--- src/rtl/input_load_sched_if.sv ---
// Bus bundle for input_load_sched: load control, external word stream,
// core read port and the single-port input SRAM side.
interface input_load_sched_if #(
   parameter int IN_W = 16,
   parameter int DW   = 32,
   parameter int AW   = 7
);
   // ext stream: a word moves only in a cycle where ext_valid and ext_ready
   // are both high at the rising edge; ext_valid may wait without limit.
   logic            start;
   logic [AW-1:0]   start_addr;
   logic [AW:0]     len;
   logic            ext_valid;
   logic            ext_ready;
   logic [IN_W-1:0] ext_in;
   logic            rd_req;
   logic [AW-1:0]   rd_addr;
   logic            rd_gnt;
   logic [AW-1:0]   sram_addr;
   logic [DW-1:0]   sram_din;
   logic            sram_wr_en;
   logic            sram_rd_en;
   logic            busy;
   logic            done;
   logic [2:0]      state_dbg;

   modport slave (
      input  start, start_addr, len, ext_valid, ext_in, rd_req, rd_addr,
      output ext_ready, rd_gnt, sram_addr, sram_din, sram_wr_en, sram_rd_en,
             busy, done, state_dbg
   );

   modport master (
      output start, start_addr, len, ext_valid, ext_in, rd_req, rd_addr,
      input  ext_ready, rd_gnt, sram_addr, sram_din, sram_wr_en, sram_rd_en,
             busy, done, state_dbg
   );
endinterface

--- src/rtl/input_load_sched.sv ---
// Packs pairs of external 16-bit words into 32-bit input SRAM writes and
// shares the single SRAM port with core reads, which always take priority.
module input_load_sched #(
   parameter int IN_W  = 16,
   parameter int DW    = 32,
   parameter int AW    = 7,
   parameter int DEPTH = 128
) (
   input logic                clk,
   input logic                rst,
   input_load_sched_if.slave  bus
);

   typedef enum logic [2:0] {
      IDLE    = 3'd0,
      LOAD_LO = 3'd1,
      LOAD_HI = 3'd2,
      WRITE   = 3'd3,
      FIN     = 3'd4
   } state_t;

   state_t          state_q, state_d;
   logic [IN_W-1:0] lo_q, lo_d;
   logic [DW-1:0]   word_q, word_d;
   logic [AW-1:0]   addr_q, addr_d;
   logic [AW:0]     remaining_q, remaining_d;
   logic [AW-1:0]   sram_addr_q, sram_addr_d;
   logic [DW-1:0]   sram_din_q, sram_din_d;
   logic            wr_en_q, wr_en_d;
   logic            rd_en_q, rd_en_d;
   logic            done_q, done_d;
   logic            ext_hs;

   assign bus.ext_ready  = (state_q == LOAD_LO) || (state_q == LOAD_HI);
   assign ext_hs         = bus.ext_valid && bus.ext_ready;
   assign bus.rd_gnt     = bus.rd_req && rst;
   assign bus.busy       = (state_q != IDLE);
   assign bus.done       = done_q;
   assign bus.sram_addr  = sram_addr_q;
   assign bus.sram_din   = sram_din_q;
   assign bus.sram_wr_en = wr_en_q;
   assign bus.sram_rd_en = rd_en_q;
   assign bus.state_dbg  = state_q;

   always_comb begin
      state_d     = state_q;
      lo_d        = lo_q;
      word_d      = word_q;
      addr_d      = addr_q;
      remaining_d = remaining_q;
      sram_addr_d = sram_addr_q;
      sram_din_d  = sram_din_q;
      wr_en_d     = 1'b0;
      rd_en_d     = 1'b0;
      done_d      = 1'b0;

      // A read owns the port this cycle; WRITE below sees rd_req and stalls.
      if (bus.rd_req) begin
         rd_en_d     = 1'b1;
         sram_addr_d = bus.rd_addr;
      end

      unique case (state_q)
         IDLE: begin
            if (bus.start) begin
               addr_d      = bus.start_addr;
               remaining_d = bus.len;
               state_d     = (bus.len == '0) ? FIN : LOAD_LO;
            end
         end
         LOAD_LO: begin
            if (ext_hs) begin
               lo_d    = bus.ext_in;
               state_d = LOAD_HI;
            end
         end
         LOAD_HI: begin
            if (ext_hs) begin
               word_d  = {bus.ext_in, lo_q};
               state_d = WRITE;
            end
         end
         WRITE: begin
            if (!bus.rd_req) begin
               wr_en_d     = 1'b1;
               sram_addr_d = addr_q;
               sram_din_d  = word_q;
               addr_d      = (addr_q == AW'(DEPTH - 1)) ? '0 : addr_q + 1'b1;
               remaining_d = remaining_q - 1'b1;
               state_d     = (remaining_q == (AW+1)'(1)) ? FIN : LOAD_LO;
            end
         end
         FIN: begin
            done_d  = 1'b1;
            state_d = IDLE;
         end
         default: state_d = IDLE;
      endcase
   end

   always_ff @(posedge clk or negedge rst) begin
      if (!rst) begin
         state_q     <= IDLE;
         lo_q        <= '0;
         word_q      <= '0;
         addr_q      <= '0;
         remaining_q <= '0;
         sram_addr_q <= '0;
         sram_din_q  <= '0;
         wr_en_q     <= 1'b0;
         rd_en_q     <= 1'b0;
         done_q      <= 1'b0;
      end else begin
         state_q     <= state_d;
         lo_q        <= lo_d;
         word_q      <= word_d;
         addr_q      <= addr_d;
         remaining_q <= remaining_d;
         sram_addr_q <= sram_addr_d;
         sram_din_q  <= sram_din_d;
         wr_en_q     <= wr_en_d;
         rd_en_q     <= rd_en_d;
         done_q      <= done_d;
      end
   end

endmodule

--- src/flat_wrapper.sv ---
// flat-port wrapper written by rule: the top's interface ports become plain ports
module input_load_sched_flat 
#(
   parameter int IN_W  = 16,
   parameter int DW    = 32,
   parameter int AW    = 7,
   parameter int DEPTH = 128
)
  (clk, rst, bus_start, bus_start_addr, bus_len, bus_ext_valid, bus_ext_in, bus_rd_req, bus_rd_addr, bus_ext_ready, bus_rd_gnt, bus_sram_addr, bus_sram_din, bus_sram_wr_en, bus_sram_rd_en, bus_busy, bus_done, bus_state_dbg);
  input_load_sched_if #(.IN_W(IN_W), .DW(DW), .AW(AW)) bus_i ();
  input logic clk;
  input logic rst;
  input wire logic [$bits(bus_i.start)-1:0] bus_start;
  input wire logic [$bits(bus_i.start_addr)-1:0] bus_start_addr;
  input wire logic [$bits(bus_i.len)-1:0] bus_len;
  input wire logic [$bits(bus_i.ext_valid)-1:0] bus_ext_valid;
  input wire logic [$bits(bus_i.ext_in)-1:0] bus_ext_in;
  input wire logic [$bits(bus_i.rd_req)-1:0] bus_rd_req;
  input wire logic [$bits(bus_i.rd_addr)-1:0] bus_rd_addr;
  output wire logic [$bits(bus_i.ext_ready)-1:0] bus_ext_ready;
  output wire logic [$bits(bus_i.rd_gnt)-1:0] bus_rd_gnt;
  output wire logic [$bits(bus_i.sram_addr)-1:0] bus_sram_addr;
  output wire logic [$bits(bus_i.sram_din)-1:0] bus_sram_din;
  output wire logic [$bits(bus_i.sram_wr_en)-1:0] bus_sram_wr_en;
  output wire logic [$bits(bus_i.sram_rd_en)-1:0] bus_sram_rd_en;
  output wire logic [$bits(bus_i.busy)-1:0] bus_busy;
  output wire logic [$bits(bus_i.done)-1:0] bus_done;
  output wire logic [$bits(bus_i.state_dbg)-1:0] bus_state_dbg;
  assign bus_i.start = bus_start;
  assign bus_i.start_addr = bus_start_addr;
  assign bus_i.len = bus_len;
  assign bus_i.ext_valid = bus_ext_valid;
  assign bus_i.ext_in = bus_ext_in;
  assign bus_i.rd_req = bus_rd_req;
  assign bus_i.rd_addr = bus_rd_addr;
  assign bus_ext_ready = bus_i.ext_ready;
  assign bus_rd_gnt = bus_i.rd_gnt;
  assign bus_sram_addr = bus_i.sram_addr;
  assign bus_sram_din = bus_i.sram_din;
  assign bus_sram_wr_en = bus_i.sram_wr_en;
  assign bus_sram_rd_en = bus_i.sram_rd_en;
  assign bus_busy = bus_i.busy;
  assign bus_done = bus_i.done;
  assign bus_state_dbg = bus_i.state_dbg;
  input_load_sched #(.IN_W(IN_W), .DW(DW), .AW(AW), .DEPTH(DEPTH)) u_core (.clk(clk), .rst(rst), .bus(bus_i));
endmodule
--- config.mk ---
export PLATFORM = sky130hd
export DESIGN_NAME = input_load_sched_flat
export DESIGN_NICKNAME = d
export VERILOG_FILES = /design/src/rtl/input_load_sched_if.sv /design/src/rtl/input_load_sched.sv /design/src/flat_wrapper.sv
export SDC_FILE = /design/constraint.sdc
export NUM_CORES = 1
export LEC_CHECK = 0
export CORE_ASPECT_RATIO = 0.9
export CORE_MARGIN = 2
export CORE_UTILIZATION = 40
export CTS_CLUSTER_DIAMETER = 100
export DETAILED_ROUTE_END_ITERATION = 8
export PLACE_DENSITY = 0.62
export SLEW_MARGIN = 40
export SYNTH_ARGS = -nofsm -noshare
export SYNTH_HDL_FRONTEND = slang
export SYNTH_SLANG_ARGS = --single-unit
--- constraint.sdc ---
create_clock -name clk -period 1.8 [get_ports clk]
set_input_delay 0.18 -clock clk [delete_from_list [all_inputs] [get_ports clk]]
set_output_delay 0.18 -clock clk [all_outputs]
set_load 0.01 [all_outputs]
==> summary.md, run 1 <==
| Metric | Value |
|---|---|
| Fin Setup TNS | `0 ps` |
| Port Buffers | `90` |
| Drt pass-1 iters | `4` |
| Place WS | `17.4 ps` |
| Antenna diodes | `0` |
| CP startpoint kind | `flip-flop` |
| Int Pwr | `0.00702 W` |
| Worst path slowest cell | `clkdlybuf4s50_1` |
| RSZ-0062 raised after global routing | `no` |
| Vias in the first global route | `3119` |
| Largest incremental delay on the critical path | `540 ps` |
| Sw Ratio | `0.320` |
| CTS sink count | `108` |
| Io pins | `91` |
| Count of final setup violators | `0` |
| Sequential share of power | `0.420` |
| Worst EP required | `1620 ps` |
| HPWL Detailed | `6540 µm` |
| Max cap viols | `0` |
| Clock share of power | `0.172` |
| Min cycle time layout | `1680 ps` |
| Critical path class | `reg2out` |
| Syn Nets | `394` |
| Initial Util | `0.416` |
| Final nets | `502` |
| Setup crit end kind | `output port` |
| Worst-path maximum fanout | `8` |
| Finished layout cell area | `6090 µm²` |
| Gate Count Post-Synth | `348` |
| Most frequent cells in the layout | `dfrtp_1 (105), clkdlybuf4s50_1 (87), mux2_2 (75)` |
| Fin. Hold Viols | `0` |
| Outcome | `completed` |
| Filler instances | `938` |
| 1st-iter DRT viols | `157` |
| Slew Viols, Final | `0` |
| H-tree depth | `3` |
| Syn Area/Cell | `13.1 µm²` |
| CTS tree | `done` |
| Core area | `10900 µm²` |
| Power share of the combinational group | `0.408` |
| Chip height | `105 µm` |
| Synth-to-layout area growth | `33.7%` |
| Largest net degree at the start of global routing | `109` |
| ANT nets after route | `0` |
| Relative slew slack | `0.615` |
| Die width | `116 µm` |
| Clock buffer count from CTS | `9` |
| WL final | `9560 µm` |
| Worst Tran Pin Value | `577 ps` |
| Post-Route Skew | `5.47 ps` |
| Peak Freq | `595 MHz` |
| Leak Pwr | `2.54 nW` |
| CTS Buffer Depth | `2` |
| Die area | `12300 µm²` |
| Netlist Area Pre-Place | `4550 µm²` |
| Final setup margin | `119 ps` |
| Hold WC Path Type | `in2reg` |
| Clock Latency Late Sink | `340 ps` |
| Commonest non-fill, non-tap cell in the layout | `dfrtp_1` |
| NetSw | `0.00330 W` |
| Root Buffer | `clkbuf_16` |
| Period utilization | `0.934` |
| Ys Warns | `0` |
| Final Wtd Congestion | `0.881` |
| Total number of vias | `3013` |
| Crit-path cells | `buf_4 > clkdlybuf4s50_1` |
| DP Area | `5780 µm²` |
| Fin util | `0.556` |
| PD cells | `1700 nW/µm²` |
| Total grt overflow | `0` |
| Post-DR wirelength/cell | `15.6 µm` |
| DR DRC count | `0` |
| Rows | `36` |
| Initial antenna violation count | `0` |
| Register bit total from synthesis | `108` |
| Post-synthesis sequential area ratio | `0.594` |
| Unique masters post-synth | `41` |
| Multi-input gate area | `1740 µm²` |
| GRT Overall Usage | `0.173` |
| Clock transition at path regs | `70 ps` |
| DR vias/cell | `4.92` |
| Data arrival time of the critical path | `1500 ps` |
| First-pass GRT wire length | `16400 µm` |
| Peak supply drop | `970 µV` |
| Share of cells above drive strength 1 | `0.272` |
| FF+latch area | `2710 µm²` |
power groups by stage:
stage	Combinational [W]	Clock (W)	Sequential, W
final	0.00421	0.00178	0.00434
after detailed placement	0.00418	0	0.00438
after global placement	0.00409	0	0.00435
after global routing	0.00463	0.00197	0.00450
after floorplan	0.00229	0	0.00434
after CTS	0.00426	0.00185	0.00434
cell type report:
type / instances / share of cell area
inverters: 5 / 0.00308
clock inverters: 5 / 0.00617
clock buffers: 10 / 0.0376
well taps: 152 / 0.0312
repair buffers: 115 / 0.191
multi-input cells: 217 / 0.287
flip-flops and latches: 108 / 0.445
kinds of logic after synthesis:
| family | synth area share |
|---|---|
| AND/OR/NAND/NOR | 0.0822 |
| AO/OA/AOI/OAI | 0.0737 |
| flip-flops | 0.594 |
| multiplexers | 0.216 |
| buffers and inverters | 0.0267 |
| adder cells (fa/ha/maj) | 0.00825 |
synth_stat cells:
| cell | instances | share of area |
|---|---|---|
| o21ai_0 | 20 | 0.022 |
| nand3b_1 | 2 | 0.0033 |
| nand2_1 | 19 | 0.016 |
| buf_4 | 4 | 0.0066 |
| o221ai_1 | 1 | 0.0019 |
| nor2_4 | 1 | 0.0025 |
| and3b_1 | 2 | 0.0038 |
| o31ai_1 | 1 | 0.0016 |
| o211ai_1 | 2 | 0.0033 |
| nor2_1 | 11 | 0.0091 |
| mux2_1 | 5 | 0.012 |
| a31oi_1 | 1 | 0.0014 |
| a21o_1 | 1 | 0.0016 |
| ha_1 | 3 | 0.0082 |
| and4bb_1 | 1 | 0.0027 |
| mux2_2 | 75 | 0.19 |
| nor4bb_1 | 1 | 0.0022 |
| dfrtp_1 | 108 | 0.59 |
| a211oi_1 | 2 | 0.0033 |
| nor2_2 | 2 | 0.0027 |
| o2bb2ai_1 | 2 | 0.0038 |
| or2_4 | 1 | 0.0019 |
| buf_2 | 10 | 0.011 |
| a22oi_1 | 2 | 0.0033 |
| clkbuf_1 | 3 | 0.0025 |
| and2_1 | 3 | 0.0041 |
| a32oi_1 | 1 | 0.0019 |
| or3_1 | 2 | 0.0027 |
| inv_1 | 5 | 0.0041 |
| o21ai_1 | 6 | 0.0066 |
| nand2b_1 | 5 | 0.0069 |
| nor3_1 | 4 | 0.0044 |
| nor4b_2 | 1 | 0.0033 |
| nand3_1 | 6 | 0.0066 |
| a21oi_1 | 16 | 0.018 |
| o22ai_1 | 1 | 0.0014 |
| buf_6 | 1 | 0.0025 |
| nor3b_1 | 2 | 0.0033 |
| mux2i_1 | 8 | 0.018 |
| nor4_1 | 5 | 0.0069 |
| a2bb2oi_1 | 2 | 0.0038 |
metal layers:
| layer | wire length [µm] | GRT usage | vias to the layer above |
|---|---|---|---|
| met5 | 0 | 0 | - |
| met4 | 91 | 0.0383 | 0 |
| met2 | 4600 | 0.265 | 49 |
| met3 | 323 | 0.0487 | 5 |
| li1 | - | - | 1458 |
| met1 | 4550 | 0.245 | 1501 |
path summary, 6_finish.rpt:
| kind | slack [ps] | to | from | cells after the start |
|---|---|---|---|---|
| max | 120 | bus_state_dbg[0] | u_core.bus.state_dbg[0] | 2 |
| min | 390 | u_core.bus.sram_addr[1] | bus_rd_addr[1] | 3 |
| max reg2reg | 180 | u_core.bus.sram_addr[4] | u_core.bus.state_dbg[1] | 5 |
| min reg2reg | 480 | u_core.word_q[16] | u_core.word_q[16] | 1 |
| max in group asynchronous | 880 | u_core.bus.state_dbg[0] | rst | 3 |
| min in group asynchronous | 440 | u_core.bus.sram_addr[0] | rst | 3 |
per-stage QoR:
stage	power (W)	instances	hold WS (ps)
detailed placement	0.00856	594	328
floorplan	0.00664	348	-116
global placement	0.00844	594	324
finish	0.0103	612	395
global route	0.0111	612	399
CTS	0.0104	612	390
registers in the layout (all words and copies together) (netlist names):
| register | flops |
|---|---|
| u_core.remaining_q | 8 |
| u_core.bus.sram_din | 32 |
| u_core.bus.sram_wr_en | 1 |
| u_core.addr_q | 7 |
| u_core.bus.sram_rd_en | 1 |
| u_core.bus.done | 1 |
| u_core.bus.state_dbg | 3 |
| u_core.bus.sram_addr | 7 |
| u_core.word_q | 32 |
| u_core.lo_q | 16 |
worst max-delay path, delay by kind of cell (launching register included):
kind                   cells  cell delay [ps]
DFF                        1              450
buffers and inverters      2              720
repair_timing:
action                                  CTS  global route
hold buffers                              1             0
endpoints found under the setup margin    2             0
gates resized for setup                   7             0
buffers inserted                          2             0
endpoints found under the hold margin   108             0
Note: power is estimated with default switching activity, not from simulation.
==> run 2, diff against run 1 <==
--- a/config.mk
+++ b/config.mk
@@ -6,7 +6,6 @@
 export NUM_CORES = 1
 export LEC_CHECK = 0
 export CORE_ASPECT_RATIO = 0.9
-export CORE_MARGIN = 2
 export CORE_UTILIZATION = 40
 export CTS_CLUSTER_DIAMETER = 100
 export DETAILED_ROUTE_END_ITERATION = 8
==> run 2 against run 1 <==
  * Worst hold slack gained 10 ps
  * Wire length is 1.3% higher
  * Sequential power hardly changed
  * Register-to-register slack got worse by 50 ps
  * Largest power group unchanged
  * Highest routed layer unchanged
==> summary.md, run 2 (synthesis results as in run 1) <==
| Metric | Value |
|---|---|
| Clock buffer count from CTS | `9` |
| ANT nets after route | `0` |
| CP startpoint kind | `flip-flop` |
| Largest net degree at the start of global routing | `109` |
| Worst-path maximum fanout | `11` |
| Hold slack | `405 ps` |
| R2R Path Start | `u_core.bus.state_dbg[1]` |
| Peak supply drop | `678 µV` |
| Die area | `11800 µm²` |
| Leak Pwr | `2.53 nW` |
| RR Endpoint | `u_core.remaining_q[5]` |
| Initial antenna violation count | `0` |
| GRT Overall Usage | `0.179` |
| Fin util | `0.556` |
| CTS sink count | `108` |
| Share of cells above drive strength 1 | `0.268` |
| Initial Util | `0.416` |
| WL final | `9680 µm` |
| Hold_sp | `bus_rd_addr[1]` |
| Total grt overflow | `0` |
| CTS Buffer Depth | `2` |
| Slew Viols, Final | `0` |
| HPWL Detailed | `6660 µm` |
| H-tree depth | `3` |
| Final Wtd Congestion | `0.874` |
| Clock Latency Late Sink | `340 ps` |
| Port Buffers | `90` |
| Worst EP required | `1620 ps` |
| Crit-path cells | `buf_4 > clkdlybuf4s50_1` |
| Clock transition at path regs | `70 ps` |
| Post-DR wirelength/cell | `15.8 µm` |
| RSZ-0062 raised after global routing | `no` |
| DP Area | `5760 µm²` |
| Final nets | `500` |
| Count of final setup violators | `0` |
| Drt pass-1 iters | `4` |
| Worst R2R Path Depth | `6` |
| CP startpoint | `u_core.bus.state_dbg[2]` |
| Chip height | `103 µm` |
| Relative slew slack | `0.616` |
| DR vias/cell | `4.99` |
| WHS Endpoint | `u_core.bus.sram_addr[1]` |
| Hold path cells | `3` |
| 1st-iter DRT viols | `188` |
| Antenna diodes | `0` |
| First-pass GRT wire length | `16200 µm` |
| Hold WC Path Type | `in2reg` |
| Min cycle time layout | `1700 ps` |
| Fin. Hold Viols | `0` |
| Root Buffer | `clkbuf_16` |
| Most frequent cells in the layout | `dfrtp_1 (105), clkdlybuf4s50_1 (87), mux2_2 (75)` |
| CTS tree | `done` |
| Vias in the first global route | `3159` |
| Commonest non-fill, non-tap cell in the layout | `dfrtp_1` |
| Placed Cells | `591` |
| Total number of vias | `3050` |
| Internal reg-to-reg setup slack | `130 ps` |
| Period utilization | `0.947` |
| Die width | `114 µm` |
| Rows | `36` |
| Data arrival time of the critical path | `1520 ps` |
| Outcome | `completed` |
| Peak Freq | `587 MHz` |
| Synth-to-layout area growth | `33.7%` |
| Largest incremental delay on the critical path | `530 ps` |
| Critical path class | `reg2out` |
| Worst path slowest cell | `clkdlybuf4s50_1` |
| Worst Tran Pin Value | `576 ps` |
| Finished layout cell area | `6080 µm²` |
| Setup crit end kind | `output port` |
| DR DRC count | `0` |
| Post-Route Skew | `7.11 ps` |
| PD cells | `1710 nW/µm²` |
| Core area | `10900 µm²` |
| Final non-filler cell total | `611` |
| Io pins | `91` |
| Max cap viols | `0` |
==> run 2: power by group <==
| part | internal (W) | switching, W | total, W | leakage [nW] |
|---|---|---|---|---|
| Sequential | 0.00359 | 0.000719 | 0.00431 | 1.30 |
| Combinational | 0.00248 | 0.00176 | 0.00423 | 1.10 |
| Clock | 0.000951 | 0.000891 | 0.00184 | 0.131 |
| Total | 0.00701 | 0.00337 | 0.0104 | 2.53 |
==> run 2: critical path, delay by kind of cell, from the launching register on <==
family | cells | cell delay (ps)
flip-flops | 1 | 490
buffers and inverters | 2 | 700
==> run 2: what timing repair did <==
| action | CTS | global route |
|---|---|---|
| buffers inserted | 3 | 0 |
| gates resized for setup | 6 | 1 |
| hold buffers | 1 | 0 |
| endpoints found under the setup margin | 2 | 8 |
| endpoints found under the hold margin | 108 | 0 |
==> run 2: area by class of cell <==
cell class                 count  area, µm²
sequential                   108       2710
tap                          152        190
clock buffer                  10        229
clock inverter                 6       48.8
inverter                       5       18.8
multi-input combinational    217       1750
timing repair buffer         113       1150
fill                         951       4860
==> run 2: worst max-delay path by stage <==
stage	end	slack [ps]	cells after the start
2_1_floorplan	u_core.lo_q[10]	170	5
3_3_place_gp	u_core.bus.sram_din[8]	70	4
3_5_place_dp	u_core.remaining_q[5]	-7	6
4_1_cts	u_core.remaining_q[5]	20	6
5_1_grt	u_core.remaining_q[5]	6	6
6_report	bus_state_dbg[2]	100	2
==> run 2: stage by stage <==
step                      setup slack, ps  TNS, ps  total power [W]
after global placement               73.0        0          0.00837
after floorplan                       171        0          0.00664
final                                96.2        0           0.0104
after CTS                            20.8        0           0.0105
after detailed placement            -7.24    -7.24          0.00854
after global routing                 5.91        0           0.0111
==> run 2: layer usage <==
metal | vias to the layer above | global-route usage | wire length (µm) | part of all wire
li1 | 1452 | - | - | -
met1 | 1521 | 0.248 | 4610 | 0.48
met2 | 59 | 0.284 | 4620 | 0.48
met3 | 18 | 0.0355 | 247 | 0.026
met4 | 0 | 0.0599 | 206 | 0.021
met5 | - | 0 | 0 | 0
==> run 3, diff against run 2 <==
--- a/config.mk
+++ b/config.mk
@@ -5,10 +5,12 @@
 export SDC_FILE = /design/constraint.sdc
 export NUM_CORES = 1
 export LEC_CHECK = 0
+export CAP_MARGIN = 20
 export CORE_ASPECT_RATIO = 0.9
 export CORE_UTILIZATION = 40
 export CTS_CLUSTER_DIAMETER = 100
 export DETAILED_ROUTE_END_ITERATION = 8
+export GPL_TIMING_DRIVEN = 0
 export PLACE_DENSITY = 0.62
 export SLEW_MARGIN = 40
 export SYNTH_ARGS = -nofsm -noshare
==> run 3 against run 2 <==
  * The run now ends with negative hold slack left
  * Register-to-register slack got worse by 100 ps
  * Clock power rose by 5%
  * Sequential power fell by 0.9%
  * Cell area up 1.4%
  * Utilization increased by 0.75 points
  * Worst hold slack got worse by 580 ps
  * Flip-flop and latch count is the same
  * Via count grew 2.2%
  * Sequential share of layout area shrank 0.62 points
==> summary.md, run 3 (synthesis results as in run 1) <==
| Metric | Value |
|---|---|
| Outcome | `finished with violations` |
| Failing checks | `negative hold slack` |
| PD cells | `1700 nW/µm²` |
| Leak Pwr | `2.59 nW` |
| Fin. Hold Viols | `65` |
| ANT nets after route | `0` |
| Sw Ratio | `0.318` |
| CTS Buffer Depth | `2` |
| Root Buffer | `clkbuf_16` |
| Relative slew slack | `0.595` |
| Io pins | `91` |
| WL final | `9750 µm` |
| Fin util | `0.563` |
| 1st-iter DRT viols | `143` |
| DR vias/cell | `5.03` |
| Data arrival time of the critical path | `1970 ps` |
| Peak supply drop | `908 µV` |
| Final setup margin | `27.1 ps` |
| Worst Tran Pin Value | `602 ps` |
| CTS sink count | `108` |
| Clock transition at path regs | `70 ps` |
| Int Pwr | `0.00715 W` |
| Peak Freq | `564 MHz` |
| Die area | `11800 µm²` |
| RSZ-0062 raised after global routing | `yes` |
| Worst-path maximum fanout | `10` |
| DP Area | `5680 µm²` |
| Antenna diodes | `0` |
| Total Power | `0.0105 W` |
| Total grt overflow | `0` |
| CP startpoint kind | `flip-flop` |
| First-pass GRT wire length | `16000 µm` |
| Initial Util | `0.416` |
| DR DRC count | `0` |
| Core area | `10900 µm²` |
| HPWL Detailed | `6920 µm` |
| Clock buffer count from CTS | `9` |
| CTS Hold Bufs | `3` |
| Met1 Usage GRT | `0.247` |
| Period utilization | `0.985` |
| Die width | `114 µm` |
| Post-DR wirelength/cell | `15.7 µm` |
| Drt pass-1 iters | `4` |
| Finished layout cell area | `6170 µm²` |
| Max cap viols | `0` |
| Count of final setup violators | `0` |
| NetSw | `0.00334 W` |
| Final Wtd Congestion | `0.852` |
| Grt met2 use | `0.276` |
| CTS tree | `done` |
| Clock Latency Late Sink | `340 ps` |
| Setup crit end kind | `flip-flop` |
| Final nets | `509` |
| Hold slack | `-170 ps` |
| Worst EP required | `2000 ps` |
| Busiest grt layer | `met2` |
| GRT Overall Usage | `0.179` |
| Most frequent cells in the layout | `dfrtp_1 (106), clkdlybuf4s50_1 (86), mux2_2 (75)` |
| Power share of the combinational group | `0.407` |
| Filler instances | `911` |
| Slew Viols, Final | `0` |
| Port Buffers | `90` |
| Chip height | `103 µm` |
| H-tree depth | `3` |
| Synth-to-layout area growth | `35.5%` |
| Hold WC Path Type | `in2async` |
| Commonest non-fill, non-tap cell in the layout | `dfrtp_1` |
| Met3 GRT Util | `0.0390` |
| Post-Route Skew | `5.96 ps` |
| Vias in the first global route | `3068` |
| Initial antenna violation count | `0` |
| Min cycle time layout | `1770 ps` |
| Clock share of power | `0.185` |
| Rows | `36` |
| Total number of vias | `3116` |
| Share of cells above drive strength 1 | `0.276` |
| Sequential share of power | `0.407` |
| Largest net degree at the start of global routing | `67` |
| Place WS | `-439 ps` |
| Critical path class | `reg2reg` |
==> run 3: timing repair <==
| item | 4_1_cts | 5_1_grt |
|---|---|---|
| resized for setup | 13 | 15 |
| hold endpoints to repair | 43 | 65 |
| cloned | 0 | 0 |
| endpoints found under the setup margin | 36 | 83 |
| setup buffers | 2 | 8 |
==> run 3: worst paths after layout <==
kind	from	endpoint	slack [ps]	cells after the start
min reg2reg	u_core.word_q[16]	u_core.word_q[16]	480	1
max reg2reg	u_core.bus.state_dbg[1]	u_core.addr_q[3]	30	6
max	u_core.bus.state_dbg[1]	u_core.addr_q[3]	30	6
max in group asynchronous	rst	u_core.bus.state_dbg[0]	1040	4
min	rst	u_core.addr_q[3]	-170	2
min in group clk	bus_rd_req	u_core.bus.sram_rd_en	320	1
==> run 3: worst max-delay path, stage by stage (launching register included) <==
cell and delay (ps):
dfrtp_2 430, buf_4 160, nor4b_2 490, nor2_4 120, clkbuf_4 230, nand2_1 90, o221ai_1 110
==> run 3: layer usage <==
| metal | vias to the layer above | share of wire |
|---|---|---|
| li1 | 1482 | - |
| met1 | 1556 | 0.46 |
| met2 | 66 | 0.47 |
| met3 | 12 | 0.045 |
| met4 | 0 | 0.018 |
| met5 | - | 0 |
==> run 3: metrics by stage <==
stage	setup TNS (ps)	instances
after floorplan	0	348
after global placement	-420130	590
after detailed placement	-18670	591
after CTS	0	611
after global routing	-95.8	619
final	0	619
==> run 3: layout make-up <==
type | count | area, µm² | area share
buffer | 18 | 148 | 0.0239
multi-input combinational | 217 | 1740 | 0.282
sequential | 108 | 2710 | 0.439
timing repair buffer | 104 | 1070 | 0.174
inverter | 5 | 18.8 | 0.00304
clock inverter | 5 | 62.6 | 0.0101
tap | 152 | 190 | 0.0308
clock buffer | 10 | 229 | 0.0371
==> run 3: power groups by stage <==
stage	Combinational, W	Clock [W]	Sequential (W)
global route	0.00466	0.00210	0.00444
global placement	0.00398	0	0.00430
floorplan	0.00229	0	0.00434
CTS	0.00417	0.00201	0.00427
finish	0.00427	0.00194	0.00427
detailed placement	0.00406	0	0.00432
